**src/rtl/dmem_arbiter.sv**
```systemverilog
// Shares one memory bus between the fetch (I) and data (D) request ports, round-robin on collisions,
// with an optional watchdog that aborts transactions the slave never acknowledges.
module dmem_arbiter #(
  parameter int XLEN    = 32,
  parameter int TIMEOUT = 255
) (
  input  logic            i_clk,
  input  logic            i_rst,
  input  logic            i_i_req,
  input  logic [XLEN-1:0] i_i_addr,
  output logic            o_i_ack,
  output logic            o_i_err,
  output logic [XLEN-1:0] o_i_rd_data,
  input  logic            i_d_req,
  input  logic            i_d_we,
  input  logic [XLEN-1:0] i_d_addr,
  input  logic [XLEN-1:0] i_d_wr_data,
  input  logic [2:0]      i_d_f3,
  output logic            o_d_ack,
  output logic            o_d_err,
  output logic [XLEN-1:0] o_d_rd_data,
  output logic            o_mem_req,
  output logic            o_mem_we,
  output logic [XLEN-1:0] o_mem_addr,
  output logic [XLEN-1:0] o_mem_wr_data,
  output logic [2:0]      o_mem_f3,
  input  logic            i_mem_ack,
  input  logic [XLEN-1:0] i_mem_rd_data,
  output logic            o_busy
);
  localparam logic [1:0] S_IDLE   = 2'd0;
  localparam logic [1:0] S_BUSY_I = 2'd1;
  localparam logic [1:0] S_BUSY_D = 2'd2;

  localparam bit             WD_EN   = (TIMEOUT > 0);
  localparam int             WDW     = WD_EN ? $clog2(TIMEOUT + 1) : 1;
  localparam logic [WDW-1:0] WD_LAST = WD_EN ? WDW'(TIMEOUT - 1) : '0;
  localparam logic [WDW-1:0] WD_MAX  = WD_EN ? WDW'(TIMEOUT) : '0;

  logic [1:0]      state;
  logic            last_grant_d;
  logic            we_r;
  logic [XLEN-1:0] addr_r;
  logic [XLEN-1:0] wr_data_r;
  logic [2:0]      f3_r;
  logic [WDW-1:0]  wd;

  logic busy, busy_i, busy_d, timeout, done, grant_i, grant_d;

  assign busy    = (state != S_IDLE);
  assign busy_i  = (state == S_BUSY_I);
  assign busy_d  = (state == S_BUSY_D);
  // A real ack in the final watchdog cycle takes precedence over the abort.
  assign timeout = WD_EN && busy && !i_mem_ack && (wd == WD_LAST);
  assign done    = busy && (i_mem_ack || timeout);

  // On a collision the port that did not win last time is served.
  assign grant_d = !busy && i_d_req && (!i_i_req || !last_grant_d);
  assign grant_i = !busy && i_i_req && !grant_d;

  always_ff @(posedge i_clk or posedge i_rst) begin
    if (i_rst) begin
      state        <= S_IDLE;
      last_grant_d <= 1'b0;
      we_r         <= 1'b0;
      addr_r       <= '0;
      wr_data_r    <= '0;
      f3_r         <= 3'b000;
      wd           <= '0;
    end else if (!busy) begin
      wd <= '0;
      if (grant_d) begin
        state        <= S_BUSY_D;
        last_grant_d <= 1'b1;
        we_r         <= i_d_we;
        addr_r       <= i_d_addr;
        wr_data_r    <= i_d_wr_data;
        f3_r         <= i_d_f3;
      end else if (grant_i) begin
        state        <= S_BUSY_I;
        last_grant_d <= 1'b0;
        we_r         <= 1'b0;
        addr_r       <= i_i_addr;
        wr_data_r    <= '0;
        f3_r         <= 3'b010;
      end
    end else if (done) begin
      state <= S_IDLE;
      wd    <= '0;
    end else if (wd != WD_MAX) begin
      wd <= wd + 1'b1;
    end
  end

  assign o_mem_req     = busy;
  assign o_mem_we      = busy && we_r;
  assign o_mem_addr    = busy ? addr_r : '0;
  assign o_mem_wr_data = busy ? wr_data_r : '0;
  assign o_mem_f3      = busy ? f3_r : 3'b000;
  assign o_busy        = busy;

  assign o_i_ack     = busy_i && done;
  assign o_d_ack     = busy_d && done;
  assign o_i_err     = busy_i && timeout;
  assign o_d_err     = busy_d && timeout;
  assign o_i_rd_data = i_mem_rd_data;
  assign o_d_rd_data = i_mem_rd_data;
endmodule
```
**config.mk**
```make
export PLATFORM = sky130hd
export DESIGN_NAME = dmem_arbiter
export DESIGN_NICKNAME = d
export VERILOG_FILES = /design/src/rtl/dmem_arbiter.sv
export SDC_FILE = /design/constraint.sdc
export NUM_CORES = 1
export LEC_CHECK = 0
export CAP_MARGIN = 25
export CORE_AREA = 5 5 121 123
export DETAILED_ROUTE_END_ITERATION = 10
export DIE_AREA = 0 0 126 128
export PLACE_DENSITY = 0.83
export SLEW_MARGIN = 20
export SYNTH_ARGS = -nofsm -noshare
export SYNTH_HDL_FRONTEND = slang
export SYNTH_SLANG_ARGS = --single-unit
export TNS_END_PERCENT = 10
```
**constraint.sdc**
```tcl
create_clock -name i_clk -period 2.8 [get_ports i_clk]
set_input_delay 0.7 -clock i_clk [delete_from_list [all_inputs] [get_ports i_clk]]
set_output_delay 0.7 -clock i_clk [all_outputs]
set_load 0.01 [all_outputs]
```
==> results.json, run 1 <==
{
  "status": "complete, no violations",
  "crit_type": "in2out",
  "wire_per_inst_um": 16.2,
  "crit_required_ns": 2.10,
  "grt_pass1_wl_um": 19500,
  "die_area_um2": 16100,
  "syn_nets": 609,
  "top_usage_layer": "met2",
  "max-cap-violations": 0,
  "antenna_found_initial": 0,
  "layout-area-overhead-vs-synth_pct": 42.9,
  "met1_usage_pct": 17.5,
  "finClkSkew_ns": 0.00968,
  "slew_headroom_pct": 63.2,
  "seqPwrFrac_pct": 29.3,
  "diodes": 0,
  "nFillCells": 1256,
  "layout_setup_ws_ns": 0.0983,
  "seq_area_frac_synth_pct": 44.3,
  "ys_async_sr_fraction_pct": 100,
  "die_w_um": 126,
  "fin_util_pct": 47.0,
  "clkLatencyLatePin_ns": 0.33,
  "pre_cts_ws_ns": 0.0393,
  "yosys_warnings": 0,
  "synth_top_cell_by_area": "dfrtp_1",
  "path_max_fanout": 4,
  "final_antenna_net_count": 0,
  "slew_violations": 0,
  "hold_viol": 0,
  "fin_hold_ws_ns": 0.497,
  "firstDrtPassIters": 5,
  "place_congestion": 0.791,
  "clock_sinks": 79,
  "power.density_nw_per_um2": 982,
  "worst_pin_slew_ns": 0.552,
  "synth-edff-count": 0,
  "irDropWorstVdd_mv": 0.417,
  "ys_ff_latch": 79,
  "numCtsBuffers": 9,
  "yosys-top-cells-area": "dfrtp_1 (44%), buf_4 (11%), and2_1 (9.4%)",
  "fin_nets": 712,
  "p_switching_mw": 2.17,
  "combPwrFrac_pct": 50.3,
  "htree_levels": 3,
  "cts_tree": "built",
  "die_h_um": 128,
  "p_sw_share_pct": 34.6,
  "cp-end-kind": "output port",
  "std_cell_rows": 43,
  "synthDistinctLibCells": 38,
  "internal_power_mw": 4.09,
  "ys.flop_type": "dfrtp_1",
  "max_freq_mhz": 370,
  "startpoint_type": "primary input",
  "rsz0062_at_grt": "no",
  "tns_ns": 0,
  "via_per_inst": 5.02,
  "syn_inst": 470,
  "hold_path_class": "reg2reg",
  "drive_above_1_share_pct": 7.96,
  "arrival_ns": 2.00,
  "hpwl_um": 8720,
  "clockBufferDepth": 2,
  "final.period_utilization_pct": 96.5,
  "post_synth.cell_area_avg_um2": 9.49,
  "p_clk_share_pct": 20.4,
  "power.leakage_nw": 2.61,
  "use_met2_pct": 25.9,
  "grt_max_degree": 107,
  "synth_top_area_share_pct": 44.3,
  "min_period_ns": 2.70,
  "ios": 275,
  "drt_iter0_markers": 165,
  "drc": 0,
  "syn_area_um2": 4460,
  "clk_pin_slew_ns": 0.06,
  "start_util_pct": 32.9,
  "setup_viol": 0,
  "hold_buffers": 0,
  "port_buffers": 178,
  "vias": 3803,
  "met3_usage_pct": 3.96,
  "grtUsageTotal_pct": 14.9,
  "cts-root-buf": "clkbuf_16",
  "grt.overflow.total": 0,
  "core_area_um2": 13600,
  "wirelength_um": 12300,
  "grt_pass1_vias": 3972
}
-- through the flow --
| step | cells | power (mW) | instance area [um2] |
|---|---|---|---|
| CTS | 754 | 6.21 | 6310 |
| detailed placement | 738 | 4.90 | 5980 |
| global route | 758 | 6.69 | 6370 |
| floorplan | 470 | 3.55 | 4460 |
| finish | 758 | 6.26 | 6370 |
| global placement | 737 | 4.80 | 5960 |
-- sequential cells by signal (all words and copies together) (netlist names) --
signal / cells
addr_r: 32
wd: 8
wr_data_r: 32
state: 2
last_grant_d: 1
f3_r: 3
we_r: 1
-- synth_stat cells (6+ instances only) --
master    number
dfrtp_1       79
o21ai_0       33
and2_1        67
a21oi_1        6
o31ai_1       32
clkbuf_1      20
buf_2         10
nor3_1        37
buf_4         68
a22o_1        35
nor2_1        37
-- layer usage --
| metal | vias up | share of wire, % |
|---|---|---|
| met5 | - | 0 |
| met4 | 0 | 2.2 |
| met3 | 25 | 6.1 |
| met2 | 153 | 50 |
| met1 | 1835 | 42 |
| li1 | 1790 | - |
-- critical path: stages --
cell             delay [ns]
clkdlybuf4s50_1        0.55
a21oi_2                0.08
nor2_1                 0.12
clkdlybuf4s50_1        0.55
-- worst paths after layout --
kind                                          start                       end  slack [ns]  cells after the start
setup / recovery                          i_mem_ack                   o_i_ack         0.1                      4
hold / removal             wr_data_r[3]$_DFFE_PP0P_  wr_data_r[3]$_DFFE_PP0P_        0.50                      1
setup reg to reg               state[1]$_DFFE_PP0P_       f3_r[2]$_DFFE_PP0P_        1.08                      5
hold reg to reg            wr_data_r[3]$_DFFE_PP0P_  wr_data_r[3]$_DFFE_PP0P_        0.50                      1
max in group asynchronous                     i_rst         wd[2]$_DFFE_PP0P_        1.61                      3
min in group asynchronous                     i_rst      state[0]$_DFFE_PP0P_        0.65                      2
-- final cells by class --
type,instances,area (um2),share of cell area [%]
timing repair buffer,193,1990,31.2
sequential,79,1980,31.0
multi-input combinational,286,1830,28.7
clock buffer,10,239,3.75
tap,180,225,3.53
clock inverter,6,92.6,1.45
inverter,4,18.8,0.295
-- cell usage in the layout (no fill, tap or decap), types with 2 or more instances in the layout --
cell type        Yosys  routed
a21oi_1              6       5
buf_12               0       4
and4_2               1       2
nor2_1              37      36
ha_1                 2       2
nand2b_1             2       2
and3_1               3       3
nand2_1              4       4
clkdlybuf4s50_1      0     176
a21o_1               2       2
o31ai_1             32      32
clkinvlp_4           0       2
dfrtp_1             79      79
a22o_1              35      35
inv_1                3       2
nor3_2               2       2
a31oi_1              2       2
o21ai_0             33      33
nor3_1              37      37
nand3_1              4       4
clkbuf_16            0      10
a211oi_1             4       4
bufinv_16            0       2
and2_1              67      67
buf_4               68       8
-- logic make-up (layout without fill, tap and decap cells) --
family          after synthesis  count (layout)  synth area share [%]
xor+xnor                      1               1                 0.196
fa+ha+maj                     2               2                 0.561
flops                        79              79                  44.3
buf+inv                     105             213                  15.2
compound gates              120             120                  19.4
simple gates                163             163                  20.3
-- power groups by stage --
stage / Sequential, mW / Combinational [mW] / Clock, mW
after floorplan: 1.77 / 1.79 / 0
after global placement: 1.82 / 2.98 / 0
after detailed placement: 1.85 / 3.05 / 0
after CTS: 1.84 / 3.06 / 1.31
after global routing: 1.89 / 3.43 / 1.36
final: 1.83 / 3.15 / 1.28
-- repair_timing --
action / CTS / global route
endpoints found under the setup margin: 11 / 70
gates resized for setup: 2 / 4
gates cloned: 0 / 1
buffers inserted: 0 / 3
pin swaps: 0 / 1
Power figures use the tool's default switching activity.
==> run 2: changes to the inputs <==
==> constraint.sdc (replaced) <==
create_clock -name i_clk -period 2.8 [get_ports i_clk]
set_input_delay 0.56 -clock i_clk [delete_from_list [all_inputs] [get_ports i_clk]]
set_output_delay 0.56 -clock i_clk [all_outputs]
set_load 0.01 [all_outputs]
==> run 2 against run 1 <==
Against the previous run: global-route usage increased by 0.26 points; critical path depth up 1; cell count is 0.79% lower; sequential power barely moved; wire length is 1.1% lower; first-iteration DRC count up 4.2%; hold slack got worse by 0.00094 ns; cell area decreased by 2.9%; critical endpoint is now o_mem_addr[8]; largest cell class is now sequential cells.
==> results.json, run 2 (synthesis gave the netlist of run 1 again) <==
{
  "firstDrtPassIters": 4,
  "irDropWorstVdd_mv": 0.418,
  "place_congestion": 0.812,
  "max_freq_mhz": 370,
  "worst_pin_slew_ns": 0.670,
  "nFillCells": 1310,
  "std_cell_rows": 43,
  "clockBufferDepth": 2,
  "seqPwrFrac_pct": 31.3,
  "power.leakage_nw": 2.51,
  "cts_setup_buffers": 0,
  "grt.overflow.total": 0,
  "fin_hold_ws_ns": 0.496,
  "seqCellArea_um2": 1980,
  "via_per_inst": 4.97,
  "tns_ns": 0,
  "final_common_cell": "clkdlybuf4s50_1",
  "hold_buffers": 0,
  "vias": 3737,
  "crit_required_ns": 2.24,
  "pre_cts_ws_ns": 0.323,
  "grtUsageTotal_pct": 15.1,
  "r2r_end": "wr_data_r[17]$_DFFE_PP0P_",
  "antenna_found_initial": 0,
  "rr_worst_depth": 5,
  "regToRegSetupSlack_ns": 1.03,
  "drt_iter0_markers": 172,
  "cts_resized": 0,
  "p_switching_mw": 2.08,
  "multi_input_area_um2": 1820,
  "hold_path_class": "reg2reg",
  "htree_levels": 3,
  "use_met2_pct": 25.7,
  "reg.largest.list": "addr_r: 32 flops, wr_data_r: 32 flops, wd: 8 flops",
  "internal_power_mw": 3.78,
  "final.period_utilization_pct": 96.4,
  "slew_headroom_pct": 55.3,
  "p_sw_share_pct": 35.5,
  "cts-root-buf": "clkbuf_16",
  "max-cap-violations": 0,
  "path_cells": "nor2_4, clkinv_2, buf_4, and2_1, clkdlybuf4s50_1",
  "critical-path-max-stage-delay_ns": 0.49,
  "setup_viol": 0,
  "fin_nets": 706,
  "path_max_fanout": 46,
  "min_to": "wr_data_r[3]$_DFFE_PP0P_",
  "slew_violations": 0,
  "critical_path_buf_inv_count": 3,
  "grt_pass1_wl_um": 19900,
  "clock_sinks": 79,
  "layout_setup_ws_ns": 0.0999,
  "worstReg2RegStart": "state[0]$_DFFE_PP0P_",
  "ios": 275,
  "final_cell_mix": "clkdlybuf4s50_1 (178), dfrtp_1 (79), and2_1 (67), nor3_1 (37), nor2_1 (36)",
  "crit_type": "reg2out",
  "wire_per_inst_um": 16.2,
  "met1_usage_pct": 18.0,
  "min-delay-start": "wr_data_r[3]$_DFFE_PP0P_",
  "final_antenna_net_count": 0,
  "start_util_pct": 32.9,
  "clk_pin_slew_ns": 0.06,
  "cp_slowest_cell": "clkdlybuf4s50_1",
  "diodes": 0,
  "met3_usage_pct": 4.63,
  "die_w_um": 126,
  "die_area_um2": 16100,
  "rsz0062_at_grt": "yes",
  "die_h_um": 128,
  "top_usage_layer": "met2",
  "hpwl_um": 8840,
  "finClkSkew_ns": 0.00925,
  "p_clk_share_pct": 18.1,
  "layout-area-overhead-vs-synth_pct": 38.7,
  "status": "complete, no violations",
  "grt_max_degree": 90,
  "arrival_ns": 2.14,
  "grt_pass1_vias": 4028,
  "min_path_cells": 1,
  "drive_above_1_share_pct": 6.12,
  "core_area_um2": 13600,
  "port_buffers": 178,
  "cpLargestDelayFamily": "buffers and inverters",
  "combPwrFrac_pct": 50.6,
  "wirelength_um": 12200,
  "startpoint_type": "flip-flop",
  "min_period_ns": 2.70,
  "power.density_nw_per_um2": 947,
  "drc": 0,
  "numCtsBuffers": 9,
  "clkLatencyLatePin_ns": 0.33,
  "startpoint": "state[0]$_DFFE_PP0P_",
  "hold_viol": 0,
  "cp-end-kind": "output port",
  "cts_tree": "built"
}
==> run 2: changes by cell type in the layout (fill, tap and decap cells not counted), sizes merged <==
cell           change
dlygate4sd2        -1
clkbuf             +2
dlymetal6s2s       -1
clkdlybuf4s50      +2
bufinv             -2
clkinv             +3
buf                -5
inv                -2
clkinvlp           -2
==> run 2: how the worst max path moves through the flow <==
stage                     depth (start not counted)                     to
after floorplan                                   1  addr_r[0]$_DFFE_PP0P_
after global placement                            4                o_i_ack
after detailed placement                          4                o_i_ack
after CTS                                         5          o_mem_addr[8]
after global routing                              6                o_d_ack
final                                             5          o_mem_addr[8]
==> run 2: power groups by stage <==
stage | sequential [mW] | combinational [mW] | clock [mW]
floorplan | 1.77 | 1.79 | 0
CTS | 1.84 | 3.02 | 1.10
detailed placement | 1.85 | 3.01 | 0
global route | 1.90 | 3.25 | 1.15
global placement | 1.82 | 2.93 | 0
finish | 1.83 | 2.96 | 1.06
==> run 2: per-stage QoR <==
stage | area (um2) | util, % | total power [mW] | cells
CTS | 6190 | 45.6 | 5.96 | 752
floorplan | 4460 | - | 3.55 | 470
finish | 6190 | 45.6 | 5.86 | 752
detailed placement | 5920 | 43.6 | 4.86 | 736
global placement | 5920 | 43.6 | 4.75 | 736
global route | 6190 | 45.6 | 6.29 | 752
==> run 2: cell type report <==
type	count	area share, %
Sequential cell	79	32.0
Inverter	4	0.283
Timing Repair Buffer	187	30.3
Clock inverter	3	0.303
Multi-Input combinational cell	286	29.5
Clock buffer	13	4.05
Tap cell	180	3.64
==> run 2: metal layers <==
layer	part of all wire, %	vias to the layer above
met5	0	-
li1	-	1777
met4	1.6	0
met1	41	1788
met3	7.2	24
met2	51	148
==> run 3: changes to the inputs <==
--- a/config.mk
+++ b/config.mk
@@ -6,9 +6,11 @@
 export NUM_CORES = 1
 export LEC_CHECK = 0
 export CAP_MARGIN = 25
-export CORE_AREA = 5 5 121 123
+export CORE_AREA = 5 5 168 89
 export DETAILED_ROUTE_END_ITERATION = 10
-export DIE_AREA = 0 0 126 128
+export DIE_AREA = 0 0 173 94
+export GPL_TIMING_DRIVEN = 0
+export MAX_ROUTING_LAYER = met4
 export PLACE_DENSITY = 0.83
 export SLEW_MARGIN = 20
 export SYNTH_ARGS = -nofsm -noshare
==> run 3 against run 2 <==
Against the previous run: die area up 0.83%; worst setup slack worse by 0.020 ns; sequential cell count unchanged; hold slack about the same; first-iteration DRC count up 3.5%; cell area up 22%; largest power group unchanged; critical path type unchanged; global-route usage up 4.8 points.
==> results.json, run 3 (synthesis gave the netlist of run 1 again) <==
{
  "std_cell_rows": 30,
  "max_freq_mhz": 368,
  "clock_sinks": 79,
  "wire_per_inst_um": 17.7,
  "reg.largest.list": "addr_r: 32 flops, wr_data_r: 32 flops, wd: 8 flops",
  "place_congestion": 0.882,
  "rr_worst_depth": 6,
  "crit_type": "reg2out",
  "start_util_pct": 33.6,
  "startpoint_type": "flip-flop",
  "regToRegSetupSlack_ns": 1.01,
  "htree_levels": 3,
  "clkLatencyLatePin_ns": 0.32,
  "crit_required_ns": 2.24,
  "grt_max_degree": 48,
  "fin_nets": 865,
  "hold_path_class": "reg2reg",
  "rsz0062_at_grt": "yes",
  "hpwl_um": 13000,
  "grt_pass1_vias": 4441,
  "clk_pin_slew_ns": 0.06,
  "worstReg2RegStart": "state[1]$_DFFE_PP0P_",
  "hold_viol": 0,
  "cts-root-buf": "clkbuf_16",
  "setup_viol": 0,
  "status": "complete, no violations",
  "irDropWorstVdd_mv": 0.438,
  "final_cell_mix": "clkdlybuf4s50_1 (241), dfrtp_1 (79), buf_4 (72), and2_1 (67)",
  "port_buffers": 242,
  "p_switching_mw": 2.39,
  "power.leakage_nw": 3.19,
  "placed_cells": 889,
  "combPwrFrac_pct": 52.7,
  "slew_headroom_pct": 64.5,
  "hold_buffers": 0,
  "grt.overflow.total": 0,
  "cts_tree": "built",
  "die_h_um": 94,
  "ios": 275,
  "grt_pass1_wl_um": 25000,
  "antenna_found_initial": 1,
  "wirelength_um": 16100,
  "p_sw_share_pct": 36.2,
  "drive_above_1_share_pct": 16.1,
  "min_period_ns": 2.72,
  "drt_iter0_markers": 178,
  "numCtsBuffers": 9,
  "design_power_total_mw": 6.59,
  "via_per_inst": 4.74,
  "power.density_nw_per_um2": 877,
  "vias": 4309,
  "p_clk_share_pct": 19.5,
  "arrival_ns": 2.16,
  "die_area_um2": 16300,
  "firstDrtPassIters": 4,
  "internal_power_mw": 4.20,
  "final_antenna_net_count": 0,
  "fin_cells": 909,
  "endpoint": "o_mem_addr[29]",
  "grtUsageTotal_pct": 19.9,
  "clockBufferDepth": 2,
  "finClkSkew_ns": 0.00626,
  "die_w_um": 173,
  "core_area_um2": 13300,
  "layout-area-overhead-vs-synth_pct": 68.5,
  "final_common_cell": "clkdlybuf4s50_1",
  "max-cap-violations": 0,
  "r2r_end": "addr_r[24]$_DFFE_PP0P_",
  "path_max_fanout": 10,
  "seqPwrFrac_pct": 27.8,
  "worst_pin_slew_ns": 0.532,
  "slew_violations": 0,
  "cp-end-kind": "output port",
  "startpoint": "state[1]$_DFFE_PP0P_",
  "final.period_utilization_pct": 97.1,
  "drc": 0
}
## run 3: changes by cell type in the layout (fill, tap and decap cells not counted), moves of 4 or more
cell and change:
buf_2 +10, clkdlybuf4s50_1 +63, buf_4 +65, clkbuf_4 +4, clkinv_2 -4, clkbuf_1 +11
## run 3: timing repair
item,in CTS,in global routing
gates resized for setup,10,10
setup buffers,0,2
gates cloned,0,0
pin swaps,0,1
endpoints found under the setup margin,60,64
## run 3: worst min path at each step
stage	from	end	slack [ns]	cells after the start
final	wr_data_r[1]$_DFFE_PP0P_	wr_data_r[1]$_DFFE_PP0P_	0.50	1
after floorplan	f3_r[2]$_DFFE_PP0P_	f3_r[2]$_DFFE_PP0P_	0.46	1
after CTS	wr_data_r[1]$_DFFE_PP0P_	wr_data_r[1]$_DFFE_PP0P_	0.50	1
after detailed placement	wr_data_r[15]$_DFFE_PP0P_	wr_data_r[15]$_DFFE_PP0P_	0.48	1
after global routing	wr_data_r[30]$_DFFE_PP0P_	wr_data_r[30]$_DFFE_PP0P_	0.52	1
after global placement	wr_data_r[0]$_DFFE_PP0P_	wr_data_r[0]$_DFFE_PP0P_	0.48	1
## run 3: routing by layer
metal / track usage [%] / share of wire [%] / up-vias
met5: - / 0 / -
met4: 2.39 / 0.30 / 0
met3: 6.76 / 7.3 / 2
met2: 29.5 / 46 / 150
met1: 27.4 / 47 / 2062
li1: - / - / 2095
## run 3: layout make-up
type | count | area, um2
Buffer | 101 | 684
Clock buffer | 10 | 239
Multi-Input combinational cell | 286 | 1810
Sequential cell | 79 | 1980
Fill cell | 1187 | 5770
Antenna cell | 2 | 5.00
Tap cell | 176 | 220
Clock inverter | 6 | 93.8
Inverter | 4 | 20.0
Timing Repair Buffer | 245 | 2470
## run 3: stage by stage
stage	setup slack [ns]	utilization [%]	setup TNS (ns)	cell area [um2]	hold slack, ns
global route	-0.0424	56.5	-0.0505	7510	0.515
floorplan	0.217	-	0	4460	0.464
detailed placement	0.0422	53.7	0	7130	0.483
finish	0.0803	56.6	0	7520	0.496
CTS	0.0162	56.3	0	7480	0.502
global placement	-1.20	53.4	-94.47	7100	0.479
## run 3: power groups by stage
stage                     Sequential, mW  Combinational, mW  Clock (mW)
after floorplan                     1.77               1.79           0
after global placement              1.83               3.38           0
after detailed placement            1.84               3.43           0
after CTS                           1.83               3.47        1.31
after global routing                1.89               3.79        1.36
final                               1.83               3.48        1.29
## run 3: critical path: stages (launching register included)
cell and delay, ns:
dfrtp_1 0.43, nor2_4 0.21, inv_4 0.11, buf_4 0.20
clkbuf_4 0.20, and2_1 0.17, clkdlybuf4s50_1 0.50
